`config.mk`:
```
export PLATFORM = sky130hd
export DESIGN_NAME = riscv_idex_operand_flat
export DESIGN_NICKNAME = d
export VERILOG_FILES = /design/src/rtl/riscv_idex_operand_pkg.sv /design/src/rtl/riscv_idex_operand_if.sv /design/src/rtl/riscv_idex_operand_fwd_mux.sv /design/src/rtl/riscv_idex_operand.sv /design/src/flat_wrapper.sv
export SDC_FILE = /design/constraint.sdc
export NUM_CORES = 1
export LEC_CHECK = 0
export ABC_AREA = 1
export CAP_MARGIN = 15
export CORE_AREA = 2 2 148 150
export DETAILED_ROUTE_END_ITERATION = 8
export DIE_AREA = 0 0 150 152
export MAX_ROUTING_LAYER = met4
export PLACE_DENSITY = 0.75
export SKIP_LAST_GASP = 1
export SYNTH_ARGS = -nofsm -noshare
export SYNTH_HDL_FRONTEND = slang
export SYNTH_SLANG_ARGS = --single-unit
```
`constraint.sdc`:
```
create_clock -name i_clk -period 0.85 [get_ports i_clk]
set_input_delay 0.085 -clock i_clk [delete_from_list [all_inputs] [get_ports i_clk]]
set_output_delay 0.085 -clock i_clk [all_outputs]
set_load 0.005 [all_outputs]
```
`src/rtl/riscv_idex_operand_pkg.sv`:
```
// Shared constants and types for the ID/EX operand stage: datapath width, ALU codes,
// forward-select codes and the EX pipeline register layout.
package riscv_idex_operand_pkg;

    localparam int XLEN = 32;

    localparam logic [3:0] ALU_CTRL_ADD  = 4'd0;
    localparam logic [3:0] ALU_CTRL_SUB  = 4'd1;
    localparam logic [3:0] ALU_CTRL_SLL  = 4'd2;
    localparam logic [3:0] ALU_CTRL_SLT  = 4'd3;
    localparam logic [3:0] ALU_CTRL_SLTU = 4'd4;
    localparam logic [3:0] ALU_CTRL_XOR  = 4'd5;
    localparam logic [3:0] ALU_CTRL_SRL  = 4'd6;
    localparam logic [3:0] ALU_CTRL_SRA  = 4'd7;
    localparam logic [3:0] ALU_CTRL_OR   = 4'd8;
    localparam logic [3:0] ALU_CTRL_AND  = 4'd9;

    localparam logic [1:0] FWD_SEL_REG = 2'd0;
    localparam logic [1:0] FWD_SEL_MEM = 2'd1;
    localparam logic [1:0] FWD_SEL_WB  = 2'd2;

    typedef struct packed {
        logic            valid;
        logic [XLEN-1:0] pc;
        logic [XLEN-1:0] rs1_data;
        logic [XLEN-1:0] rs2_data;
        logic [XLEN-1:0] imm;
        logic [4:0]      rs1_addr;
        logic [4:0]      rs2_addr;
        logic [4:0]      rd_addr;
        logic [3:0]      alu_ctrl;
        logic            zero_condition;
        logic            src_a_sel;
        logic            src_b_sel;
        logic            reg_wr_en;
        logic            mem_wr_en;
        logic            mem_rd_en;
    } idex_reg_t;

    // A bubble has zero rs addresses, so it can never pick up a forwarded value.
    localparam idex_reg_t EX_BUBBLE = '{
        valid:          1'b0,
        pc:             '0,
        rs1_data:       '0,
        rs2_data:       '0,
        imm:            '0,
        rs1_addr:       5'd0,
        rs2_addr:       5'd0,
        rd_addr:        5'd0,
        alu_ctrl:       ALU_CTRL_ADD,
        zero_condition: 1'b0,
        src_a_sel:      1'b0,
        src_b_sel:      1'b0,
        reg_wr_en:      1'b0,
        mem_wr_en:      1'b0,
        mem_rd_en:      1'b0
    };

endpackage

```
`src/rtl/riscv_idex_operand_if.sv`:
```
// Decode, MEM/WB producer and EX operand signals of the ID/EX stage.
// The master side drives decode/producer fields; the slave side is the ID/EX block.
interface riscv_idex_operand_if;
    import riscv_idex_operand_pkg::*;

    logic            i_stall;
    logic            i_flush;
    logic            i_id_valid;
    logic [XLEN-1:0] i_id_pc;
    logic [XLEN-1:0] i_id_rs1_data;
    logic [XLEN-1:0] i_id_rs2_data;
    logic [XLEN-1:0] i_id_imm;
    logic [4:0]      i_id_rs1_addr;
    logic [4:0]      i_id_rs2_addr;
    logic [4:0]      i_id_rd_addr;
    logic [3:0]      i_id_alu_ctrl;
    logic            i_id_zero_condition;
    logic            i_id_src_a_sel;
    logic            i_id_src_b_sel;
    logic            i_id_reg_wr_en;
    logic            i_id_mem_wr_en;
    logic            i_id_mem_rd_en;
    logic [4:0]      i_mem_rd_addr;
    logic            i_mem_reg_wr_en;
    logic [XLEN-1:0] i_mem_fwd_data;
    logic [4:0]      i_wb_rd_addr;
    logic            i_wb_reg_wr_en;
    logic [XLEN-1:0] i_wb_data;

    logic [XLEN-1:0] o_alu_a;
    logic [XLEN-1:0] o_alu_b;
    logic [3:0]      o_alu_ctrl;
    logic            o_alu_zero_condition;
    logic            o_ex_valid;
    logic            o_ex_reg_wr_en;
    logic            o_ex_mem_wr_en;
    logic            o_ex_mem_rd_en;
    logic [4:0]      o_ex_rd_addr;
    logic [XLEN-1:0] o_ex_pc;
    logic [XLEN-1:0] o_ex_store_data;
    logic [1:0]      o_fwd_a;
    logic [1:0]      o_fwd_b;

    modport master (
        output i_stall, i_flush, i_id_valid, i_id_pc, i_id_rs1_data, i_id_rs2_data, i_id_imm,
               i_id_rs1_addr, i_id_rs2_addr, i_id_rd_addr, i_id_alu_ctrl, i_id_zero_condition,
               i_id_src_a_sel, i_id_src_b_sel, i_id_reg_wr_en, i_id_mem_wr_en, i_id_mem_rd_en,
               i_mem_rd_addr, i_mem_reg_wr_en, i_mem_fwd_data, i_wb_rd_addr, i_wb_reg_wr_en, i_wb_data,
        input  o_alu_a, o_alu_b, o_alu_ctrl, o_alu_zero_condition, o_ex_valid, o_ex_reg_wr_en,
               o_ex_mem_wr_en, o_ex_mem_rd_en, o_ex_rd_addr, o_ex_pc, o_ex_store_data, o_fwd_a, o_fwd_b
    );

    modport slave (
        input  i_stall, i_flush, i_id_valid, i_id_pc, i_id_rs1_data, i_id_rs2_data, i_id_imm,
               i_id_rs1_addr, i_id_rs2_addr, i_id_rd_addr, i_id_alu_ctrl, i_id_zero_condition,
               i_id_src_a_sel, i_id_src_b_sel, i_id_reg_wr_en, i_id_mem_wr_en, i_id_mem_rd_en,
               i_mem_rd_addr, i_mem_reg_wr_en, i_mem_fwd_data, i_wb_rd_addr, i_wb_reg_wr_en, i_wb_data,
        output o_alu_a, o_alu_b, o_alu_ctrl, o_alu_zero_condition, o_ex_valid, o_ex_reg_wr_en,
               o_ex_mem_wr_en, o_ex_mem_rd_en, o_ex_rd_addr, o_ex_pc, o_ex_store_data, o_fwd_a, o_fwd_b
    );

endinterface

```
`src/rtl/riscv_idex_operand_fwd_mux.sv`:
```
// riscv_fwd_mux: per-operand forwarding select between register file, MEM and WB data.
// Forwarding exists only when RISCV_FWD_EN is defined; otherwise the register data passes through.
module riscv_fwd_mux
    import riscv_idex_operand_pkg::*;
(
    input  logic [4:0]      i_rs_addr,
    input  logic [XLEN-1:0] i_reg_data,
    input  logic [4:0]      i_mem_rd_addr,
    input  logic            i_mem_reg_wr_en,
    input  logic [XLEN-1:0] i_mem_data,
    input  logic [4:0]      i_wb_rd_addr,
    input  logic            i_wb_reg_wr_en,
    input  logic [XLEN-1:0] i_wb_data,
    output logic [XLEN-1:0] o_data,
    output logic [1:0]      o_sel
);

`ifdef RISCV_FWD_EN
    // MEM holds the younger result, so it is checked first; x0 is never a real producer.
    always_comb begin
        o_sel  = FWD_SEL_REG;
        o_data = i_reg_data;
        if (i_mem_reg_wr_en && (i_mem_rd_addr != 5'd0) && (i_mem_rd_addr == i_rs_addr)) begin
            o_sel  = FWD_SEL_MEM;
            o_data = i_mem_data;
        end else if (i_wb_reg_wr_en && (i_wb_rd_addr != 5'd0) && (i_wb_rd_addr == i_rs_addr)) begin
            o_sel  = FWD_SEL_WB;
            o_data = i_wb_data;
        end
    end
`else
    logic w_unused_fwd;

    assign w_unused_fwd = ^{i_rs_addr, i_mem_rd_addr, i_mem_reg_wr_en, i_mem_data,
                            i_wb_rd_addr, i_wb_reg_wr_en, i_wb_data};
    assign o_sel  = FWD_SEL_REG;
    assign o_data = i_reg_data;
`endif

endmodule

```
`src/rtl/riscv_idex_operand.sv`:
```
// ID/EX pipeline register with EX-stage operand selection and RAW forwarding.
// Forwarding from MEM/WB is enabled by defining RISCV_FWD_EN.
module riscv_idex_operand
    import riscv_idex_operand_pkg::*;
(
    input  logic                 i_clk,
    input  logic                 i_rstn,
    riscv_idex_operand_if.slave  bus
);

    idex_reg_t       r_ex;
    idex_reg_t       w_id;
    logic [XLEN-1:0] w_rs1_fwd;
    logic [XLEN-1:0] w_rs2_fwd;

    always_comb begin
        w_id                = EX_BUBBLE;
        w_id.valid          = bus.i_id_valid;
        w_id.pc             = bus.i_id_pc;
        w_id.rs1_data       = bus.i_id_rs1_data;
        w_id.rs2_data       = bus.i_id_rs2_data;
        w_id.imm            = bus.i_id_imm;
        w_id.rs1_addr       = bus.i_id_rs1_addr;
        w_id.rs2_addr       = bus.i_id_rs2_addr;
        w_id.rd_addr        = bus.i_id_rd_addr;
        w_id.alu_ctrl       = bus.i_id_alu_ctrl;
        w_id.zero_condition = bus.i_id_zero_condition;
        w_id.src_a_sel      = bus.i_id_src_a_sel;
        w_id.src_b_sel      = bus.i_id_src_b_sel;
        w_id.reg_wr_en      = bus.i_id_reg_wr_en;
        w_id.mem_wr_en      = bus.i_id_mem_wr_en;
        w_id.mem_rd_en      = bus.i_id_mem_rd_en;
    end

    // Flush outranks stall so the hazard unit can kill a held instruction.
    always_ff @(posedge i_clk or negedge i_rstn) begin
        if (!i_rstn) begin
            r_ex <= EX_BUBBLE;
        end else if (bus.i_flush) begin
            r_ex <= EX_BUBBLE;
        end else if (!bus.i_stall) begin
            r_ex <= w_id;
        end
    end

    riscv_fwd_mux u_fwd_rs1 (
        .i_rs_addr       (r_ex.rs1_addr),
        .i_reg_data      (r_ex.rs1_data),
        .i_mem_rd_addr   (bus.i_mem_rd_addr),
        .i_mem_reg_wr_en (bus.i_mem_reg_wr_en),
        .i_mem_data      (bus.i_mem_fwd_data),
        .i_wb_rd_addr    (bus.i_wb_rd_addr),
        .i_wb_reg_wr_en  (bus.i_wb_reg_wr_en),
        .i_wb_data       (bus.i_wb_data),
        .o_data          (w_rs1_fwd),
        .o_sel           (bus.o_fwd_a)
    );

    riscv_fwd_mux u_fwd_rs2 (
        .i_rs_addr       (r_ex.rs2_addr),
        .i_reg_data      (r_ex.rs2_data),
        .i_mem_rd_addr   (bus.i_mem_rd_addr),
        .i_mem_reg_wr_en (bus.i_mem_reg_wr_en),
        .i_mem_data      (bus.i_mem_fwd_data),
        .i_wb_rd_addr    (bus.i_wb_rd_addr),
        .i_wb_reg_wr_en  (bus.i_wb_reg_wr_en),
        .i_wb_data       (bus.i_wb_data),
        .o_data          (w_rs2_fwd),
        .o_sel           (bus.o_fwd_b)
    );

    // Store data always takes forwarded rs2, even when operand B is the immediate.
    assign bus.o_alu_a              = r_ex.src_a_sel ? r_ex.pc  : w_rs1_fwd;
    assign bus.o_alu_b              = r_ex.src_b_sel ? r_ex.imm : w_rs2_fwd;
    assign bus.o_ex_store_data      = w_rs2_fwd;
    assign bus.o_alu_ctrl           = r_ex.alu_ctrl;
    assign bus.o_alu_zero_condition = r_ex.zero_condition;
    assign bus.o_ex_valid           = r_ex.valid;
    assign bus.o_ex_reg_wr_en       = r_ex.reg_wr_en;
    assign bus.o_ex_mem_wr_en       = r_ex.mem_wr_en;
    assign bus.o_ex_mem_rd_en       = r_ex.mem_rd_en;
    assign bus.o_ex_rd_addr         = r_ex.rd_addr;
    assign bus.o_ex_pc              = r_ex.pc;

endmodule
```
`src/flat_wrapper.sv`:
```
// flat-port wrapper written by rule: the top's interface ports become plain ports
module riscv_idex_operand_flat import riscv_idex_operand_pkg::*;
  (i_clk, i_rstn, bus_i_stall, bus_i_flush, bus_i_id_valid, bus_i_id_pc, bus_i_id_rs1_data, bus_i_id_rs2_data, bus_i_id_imm, bus_i_id_rs1_addr, bus_i_id_rs2_addr, bus_i_id_rd_addr, bus_i_id_alu_ctrl, bus_i_id_zero_condition, bus_i_id_src_a_sel, bus_i_id_src_b_sel, bus_i_id_reg_wr_en, bus_i_id_mem_wr_en, bus_i_id_mem_rd_en, bus_i_mem_rd_addr, bus_i_mem_reg_wr_en, bus_i_mem_fwd_data, bus_i_wb_rd_addr, bus_i_wb_reg_wr_en, bus_i_wb_data, bus_o_alu_a, bus_o_alu_b, bus_o_alu_ctrl, bus_o_alu_zero_condition, bus_o_ex_valid, bus_o_ex_reg_wr_en, bus_o_ex_mem_wr_en, bus_o_ex_mem_rd_en, bus_o_ex_rd_addr, bus_o_ex_pc, bus_o_ex_store_data, bus_o_fwd_a, bus_o_fwd_b);
  riscv_idex_operand_if bus_i ();
  input  logic i_clk;
  input  logic i_rstn;
  input wire logic [$bits(bus_i.i_stall)-1:0] bus_i_stall;
  input wire logic [$bits(bus_i.i_flush)-1:0] bus_i_flush;
  input wire logic [$bits(bus_i.i_id_valid)-1:0] bus_i_id_valid;
  input wire logic [$bits(bus_i.i_id_pc)-1:0] bus_i_id_pc;
  input wire logic [$bits(bus_i.i_id_rs1_data)-1:0] bus_i_id_rs1_data;
  input wire logic [$bits(bus_i.i_id_rs2_data)-1:0] bus_i_id_rs2_data;
  input wire logic [$bits(bus_i.i_id_imm)-1:0] bus_i_id_imm;
  input wire logic [$bits(bus_i.i_id_rs1_addr)-1:0] bus_i_id_rs1_addr;
  input wire logic [$bits(bus_i.i_id_rs2_addr)-1:0] bus_i_id_rs2_addr;
  input wire logic [$bits(bus_i.i_id_rd_addr)-1:0] bus_i_id_rd_addr;
  input wire logic [$bits(bus_i.i_id_alu_ctrl)-1:0] bus_i_id_alu_ctrl;
  input wire logic [$bits(bus_i.i_id_zero_condition)-1:0] bus_i_id_zero_condition;
  input wire logic [$bits(bus_i.i_id_src_a_sel)-1:0] bus_i_id_src_a_sel;
  input wire logic [$bits(bus_i.i_id_src_b_sel)-1:0] bus_i_id_src_b_sel;
  input wire logic [$bits(bus_i.i_id_reg_wr_en)-1:0] bus_i_id_reg_wr_en;
  input wire logic [$bits(bus_i.i_id_mem_wr_en)-1:0] bus_i_id_mem_wr_en;
  input wire logic [$bits(bus_i.i_id_mem_rd_en)-1:0] bus_i_id_mem_rd_en;
  input wire logic [$bits(bus_i.i_mem_rd_addr)-1:0] bus_i_mem_rd_addr;
  input wire logic [$bits(bus_i.i_mem_reg_wr_en)-1:0] bus_i_mem_reg_wr_en;
  input wire logic [$bits(bus_i.i_mem_fwd_data)-1:0] bus_i_mem_fwd_data;
  input wire logic [$bits(bus_i.i_wb_rd_addr)-1:0] bus_i_wb_rd_addr;
  input wire logic [$bits(bus_i.i_wb_reg_wr_en)-1:0] bus_i_wb_reg_wr_en;
  input wire logic [$bits(bus_i.i_wb_data)-1:0] bus_i_wb_data;
  output wire logic [$bits(bus_i.o_alu_a)-1:0] bus_o_alu_a;
  output wire logic [$bits(bus_i.o_alu_b)-1:0] bus_o_alu_b;
  output wire logic [$bits(bus_i.o_alu_ctrl)-1:0] bus_o_alu_ctrl;
  output wire logic [$bits(bus_i.o_alu_zero_condition)-1:0] bus_o_alu_zero_condition;
  output wire logic [$bits(bus_i.o_ex_valid)-1:0] bus_o_ex_valid;
  output wire logic [$bits(bus_i.o_ex_reg_wr_en)-1:0] bus_o_ex_reg_wr_en;
  output wire logic [$bits(bus_i.o_ex_mem_wr_en)-1:0] bus_o_ex_mem_wr_en;
  output wire logic [$bits(bus_i.o_ex_mem_rd_en)-1:0] bus_o_ex_mem_rd_en;
  output wire logic [$bits(bus_i.o_ex_rd_addr)-1:0] bus_o_ex_rd_addr;
  output wire logic [$bits(bus_i.o_ex_pc)-1:0] bus_o_ex_pc;
  output wire logic [$bits(bus_i.o_ex_store_data)-1:0] bus_o_ex_store_data;
  output wire logic [$bits(bus_i.o_fwd_a)-1:0] bus_o_fwd_a;
  output wire logic [$bits(bus_i.o_fwd_b)-1:0] bus_o_fwd_b;
  assign bus_i.i_stall = bus_i_stall;
  assign bus_i.i_flush = bus_i_flush;
  assign bus_i.i_id_valid = bus_i_id_valid;
  assign bus_i.i_id_pc = bus_i_id_pc;
  assign bus_i.i_id_rs1_data = bus_i_id_rs1_data;
  assign bus_i.i_id_rs2_data = bus_i_id_rs2_data;
  assign bus_i.i_id_imm = bus_i_id_imm;
  assign bus_i.i_id_rs1_addr = bus_i_id_rs1_addr;
  assign bus_i.i_id_rs2_addr = bus_i_id_rs2_addr;
  assign bus_i.i_id_rd_addr = bus_i_id_rd_addr;
  assign bus_i.i_id_alu_ctrl = bus_i_id_alu_ctrl;
  assign bus_i.i_id_zero_condition = bus_i_id_zero_condition;
  assign bus_i.i_id_src_a_sel = bus_i_id_src_a_sel;
  assign bus_i.i_id_src_b_sel = bus_i_id_src_b_sel;
  assign bus_i.i_id_reg_wr_en = bus_i_id_reg_wr_en;
  assign bus_i.i_id_mem_wr_en = bus_i_id_mem_wr_en;
  assign bus_i.i_id_mem_rd_en = bus_i_id_mem_rd_en;
  assign bus_i.i_mem_rd_addr = bus_i_mem_rd_addr;
  assign bus_i.i_mem_reg_wr_en = bus_i_mem_reg_wr_en;
  assign bus_i.i_mem_fwd_data = bus_i_mem_fwd_data;
  assign bus_i.i_wb_rd_addr = bus_i_wb_rd_addr;
  assign bus_i.i_wb_reg_wr_en = bus_i_wb_reg_wr_en;
  assign bus_i.i_wb_data = bus_i_wb_data;
  assign bus_o_alu_a = bus_i.o_alu_a;
  assign bus_o_alu_b = bus_i.o_alu_b;
  assign bus_o_alu_ctrl = bus_i.o_alu_ctrl;
  assign bus_o_alu_zero_condition = bus_i.o_alu_zero_condition;
  assign bus_o_ex_valid = bus_i.o_ex_valid;
  assign bus_o_ex_reg_wr_en = bus_i.o_ex_reg_wr_en;
  assign bus_o_ex_mem_wr_en = bus_i.o_ex_mem_wr_en;
  assign bus_o_ex_mem_rd_en = bus_i.o_ex_mem_rd_en;
  assign bus_o_ex_rd_addr = bus_i.o_ex_rd_addr;
  assign bus_o_ex_pc = bus_i.o_ex_pc;
  assign bus_o_ex_store_data = bus_i.o_ex_store_data;
  assign bus_o_fwd_a = bus_i.o_fwd_a;
  assign bus_o_fwd_b = bus_i.o_fwd_b;
  riscv_idex_operand u_core (.i_clk(i_clk), .i_rstn(i_rstn), .bus(bus_i));
endmodule
```
### Word level (Yosys, flattened, before mapping)

Cells that the tools add are included.

| operators by class | value |
|---|---|
| equality and inequality tests | 1 |
| mux-type cells | 4 |

Operators by type and width:

| kind | count |
|---|---|
| $mux W154 | 2 |
| $mux W32 | 2 |
| $ne A2 B1 Y1 const B | 1 |

| word-level totals | value |
|---|---|
| bits in registers | 144 |
| bits of input ports | 234 |
| output and inout port bits | 146 |
| word-level logic and storage cells | 18 |

### Longest topological paths before layout

| logic depth | value |
|---|---|
| depth in word-level cells | 2 |
| gate-level depth with buffers | 6 |
| mapped depth without buffers | 3 |

### Cells and area by module

Synthesis repeated with hierarchy kept, for this count alone.

| second synthesis, totals | value |
|---|---|
| cells, all modules | 984 |
| area, all modules | 7,708.6 um^2 |

Modules (own cells, without submodules):

| module | times used | cells each | area each (um^2) | seq. area each (um^2) |
|---|---|---|---|---|
| riscv_idex_operand | 1 | 914 | 7,190.6 | 3,853.7 |
| riscv_fwd_mux | 2 | 35 | 259.0 | 0.0 |

### Worst setup path after synthesis

Ideal clock, no wire load.

| path | value |
|---|---|
| path type | register to output |
| start point | reg u_core.r_ex[4] (netlist bit) |
| end point | out bus_o_alu_a[0] |
| arrival | 0.893 ns |
| data required time | 0.765 ns |
| setup slack | -0.128 ns |
| cell stages (with the launch flop) | 5 |
| path buffers | 2 |
| cell sequence | dfrtp_1 buf_2 clkbuf_1 nand2_1 o21ai_0 |

| on the way | value |
|---|---|
| longest elaborated chain between the ends | 1 |

Ends and longest elaborated chain:

| element | line | RTL |
|---|---|---|
| from (decl) | riscv_idex_operand.sv:11 | `idex_reg_t r_ex;` |
| from (signal assigned) | riscv_idex_operand.sv:42 | `r_ex <= w_id;` |
| $mux W32 | riscv_idex_operand.sv:73 | `assign bus.o_alu_a = r_ex.src_a_sel ? r_ex.pc : w_rs1_fwd;` |
| to (decl) | flat_wrapper.sv:30 | `output wire logic [$bits(bus_i.o_alu_a)-1:0] bus_o_alu_a;` |

No other way between the ends.

### Final worst setup path

| path | value |
|---|---|
| start point | reg u_core.r_ex[3] (netlist bit) |
| end point | out bus_o_alu_b[11] |

| on the way | value |
|---|---|
| longest elaborated chain between the ends | 1 |

Ends and longest elaborated chain:

| element | line | RTL |
|---|---|---|
| $mux W32 | riscv_idex_operand.sv:74 | `assign bus.o_alu_b = r_ex.src_b_sel ? r_ex.imm : w_rs2_fwd;` |
| to (decl) | flat_wrapper.sv:31 | `output wire logic [$bits(bus_i.o_alu_b)-1:0] bus_o_alu_b;` |

No other way between the ends.

==> results by group <==
Logic synthesis
  • Yosys top cell area share: 50.7%
  • Synth cell count leaders: 352 x nand2_1, 144 x dfrtp_1, 144 x nand3_1
  • Synth area leaders: dfrtp_1 51%, nand2_1 19%, nand3_1 10%
  • Cells after Synth: 908
  • Yosys warnings: 0
  • Most common cell in the synthesized netlist: nand2_1
  • Post-synth cell types: 12
  • Post-synth EDFFs: 0
  • Post-synthesis sequential area ratio: between 50% and 60%
  • Async set or reset register ratio after synthesis: 100%
  • Synthesis-stage register bit count: around 140
  • Syn_area_per_cell: between 7 and 8 um^2
  • Synth Flop Type: dfrtp_1
  • Cell Area, Synth: slightly above 7000 um^2
  • Leading area contributor after synthesis: dfrtp_1

Die
  • DIE WIDTH: approximately 150 um
  • Core area: between 20000 and 25000 um^2
  • Die height: around 150 um
  • Die footprint: between 20000 and 25000 um^2
  • # IOs: 380
  • Initial Utilization: between 30% and 40%
  • Standard-cell rows: 54

STA
  • Clock skew: 0 ns
  • Achievable Freq: 627 MHz
  • Minimum clock period: ~1.6 ns
  • Endpoints failing hold: 0
  • Worst hold slack: approximately 0.13 ns
  • Fin crit share: 188%
  • Slew margin rel.: roughly 58%
  • Setup TNS: -63.44 ns
  • Setup WS post-layout: -0.745 ns
  • Tightest Pin Transition: between 0.6 and 0.7 ns
  • RSZ-0062 raised after global routing: yes
  • # setup viols final: 158
  • Fin. max-slew vios: 0

Placed design
  • Gpl congestion: 0.849
  • Hpwl dp: between 15 and 20 mm
  • PortBufs: around 290
  • Place WS: -0.659 ns

Cells and area
  • Fill cell count: 1755
  • Final nets: between 1500 and 2000
  • Synth-to-layout area growth: 78.6%
  • Register area: 3610 um^2
  • Footprint of the multi-input gates: just under 3000 um^2
  • Diodes inserted: 0
  • Share of cells above drive strength 1: 39.2%

Setup path
  • Crit end category: output port
  • Crit path DAT: between 1.5 and 2 ns
  • Worst Setup Path Type: register to output port
  • CP startpoint kind: register
  • Critical Path Fanout Max: 7
  • CP required: between 0.7 and 0.8 ns
  • R2r startpoint: u_core.r_ex[4]$_DFFE_PN0P_
  • R2R depth: 5
  • Critical R2R Capture: u_core.r_ex[4]$_DFFE_PN0P_
  • Reg2reg setup slack: -0.21 ns

Global route
  • Total track usage: a little under a quarter
  • First-pass GRT wire length: between 40 and 50 mm
  • Grt ovf: 0
  • Vias in the first global route: between 7000 and 8000
  • Initial antenna violation count: 0
  • Largest net degree at the start of global routing: between 70 and 80

Run status
  • Status: finished with violations
  • Failing checks: setup timing

Route
  • Vias: 7543
  • Routed Wire Length: about 27 mm
  • Drt wl/cell: ~17 um
  • Avg Vias per Cell: between 4 and 5
  • Post-route DRC: 0
  • Final ANT Viol Nets: 0
  • DRT Pass-1 Iters: 7
  • DR iter-0 viols: ~370

Clock tree
  • Worst skew pair latency: just over 0.4 ns
  • Root buffer cell: clkbuf_16
  • Htree depth: 4
  • TritonCTS clock tree: done
  • CTS clk-pin slew, worst paths: approximately 0.060 ns
  • TritonCTS sink count: approximately 140
  • CTS buffer count: 17
  • CTS Buffer Depth: 2

Flow run
  • Max cap viols: 0

Power
  • Lkg Pwr: around 0.0068 uW
  • Worst VDD drop: 1220 uV
  • Power per cell area: 1510 nW/um^2

Worst hold path
  • Hold crit path type: input port to async pin
[report_power, final]
part | total, uW | internal, uW | switching (uW)
combinational | 4270 | 2470 | 1800
clock | 7370 | 4330 | 3050
sequential | 7540 | 7240 | 298
[layout make-up]
cell class                 count  share of cell area (%)
timing repair buffer         493                    39.2
clock inverter                12                    1.08
inverter                      65                    1.98
clock buffer                  19                    3.41
sequential                   144                    28.4
tap                          280                    2.76
multi-input combinational    565                    23.2
[layer usage]
layer	vias up	wire length (um)	global-route usage, %
met4	0	623	7.77
li1	3527	-	-
met2	352	13100	37.3
met5	-	0	-
met1	3625	10600	28.6
met3	39	2330	6.16
[registers in the layout, summed over array words and instances, names as in the netlist]
register                         cells
u_core.bus.o_ex_reg_wr_en            1
u_core.bus.o_ex_mem_wr_en            1
u_core.bus.o_ex_mem_rd_en            1
u_core.bus.o_ex_pc                  32
u_core.bus.o_ex_rd_addr              5
u_core.bus.o_alu_ctrl                4
u_core.r_ex                         98
u_core.bus.o_ex_valid                1
u_core.bus.o_alu_zero_condition      1
[through the flow]
stage | instances | util (%) | cell area (um^2) | power [uW]
floorplan | 911 | - | 7390 | 8940
global placement | 1445 | 49.6 | 10600 | 11000
detailed placement | 1445 | 49.6 | 10600 | 11000
CTS | 1556 | 57.3 | 12200 | 19000
global route | 1578 | 59.5 | 12700 | 20000
finish | 1578 | 59.5 | 12700 | 19200
[logic make-up (layout without fill, tap and decap cells)]
| family | count (synthesis) | count (layout) | share of synthesized area, % |
|---|---|---|---|
| and+or+nand+nor | 497 | 497 | 28.9 |
| buffers and inverters | 202 | 589 | 15.9 |
| DFF | 144 | 144 | 50.7 |
| AOI/OAI and AO/OA | 64 | 64 | 4.50 |
| other | 1 | 4 | 0.0527 |
[cells in the final DEF (no fill, tap or decap), drive strengths merged]
master and instances:
clkbuf 32, clkinvlp 5, clkdlybuf4s50 144, inv 67, dfrtp 144, nand3 144, dlygate4sd3 1, dlygate4sd2 3
o21ai 64, bufinv 2, clkdlybuf4s15 2, conb 4, nor2 1, nand2 352, bufbuf 4, buf 326
clkinv 3
[critical path, cell delays in order, from the launching register on]
cell and delay, ns:
dfrtp_2 0.44, buf_6 0.14, buf_6 0.13, buf_16 0.14, o21ai_1 0.12, buf_2 0.13
[what timing repair did]
item	in CTS	in global routing
hold buffers	1	0
buffers inserted	69	43
endpoints found under the setup margin	261	167
hold endpoints to repair	144	0
pin swaps	22	20
gates cloned	12	3
resized for setup	716	136
[how the worst max path moves through the flow]
stage,cells past startpoint,to,startpoint,slack [ns]
after floorplan,4,bus_o_alu_b[0],u_core.r_ex[3]$_DFFE_PN0P_,-0.02
after global placement,3,bus_o_alu_b[2],u_core.r_ex[3]$_DFFE_PN0P_,-0.64
after detailed placement,4,bus_o_alu_b[21],u_core.r_ex[3]$_DFFE_PN0P_,-0.66
after CTS,5,bus_o_alu_b[28],u_core.r_ex[3]$_DFFE_PN0P_,-0.76
after global routing,5,bus_o_alu_b[4],u_core.r_ex[3]$_DFFE_PN0P_,-0.81
final,5,bus_o_alu_b[11],u_core.r_ex[3]$_DFFE_PN0P_,-0.74
Power figures use the tool's default switching activity.
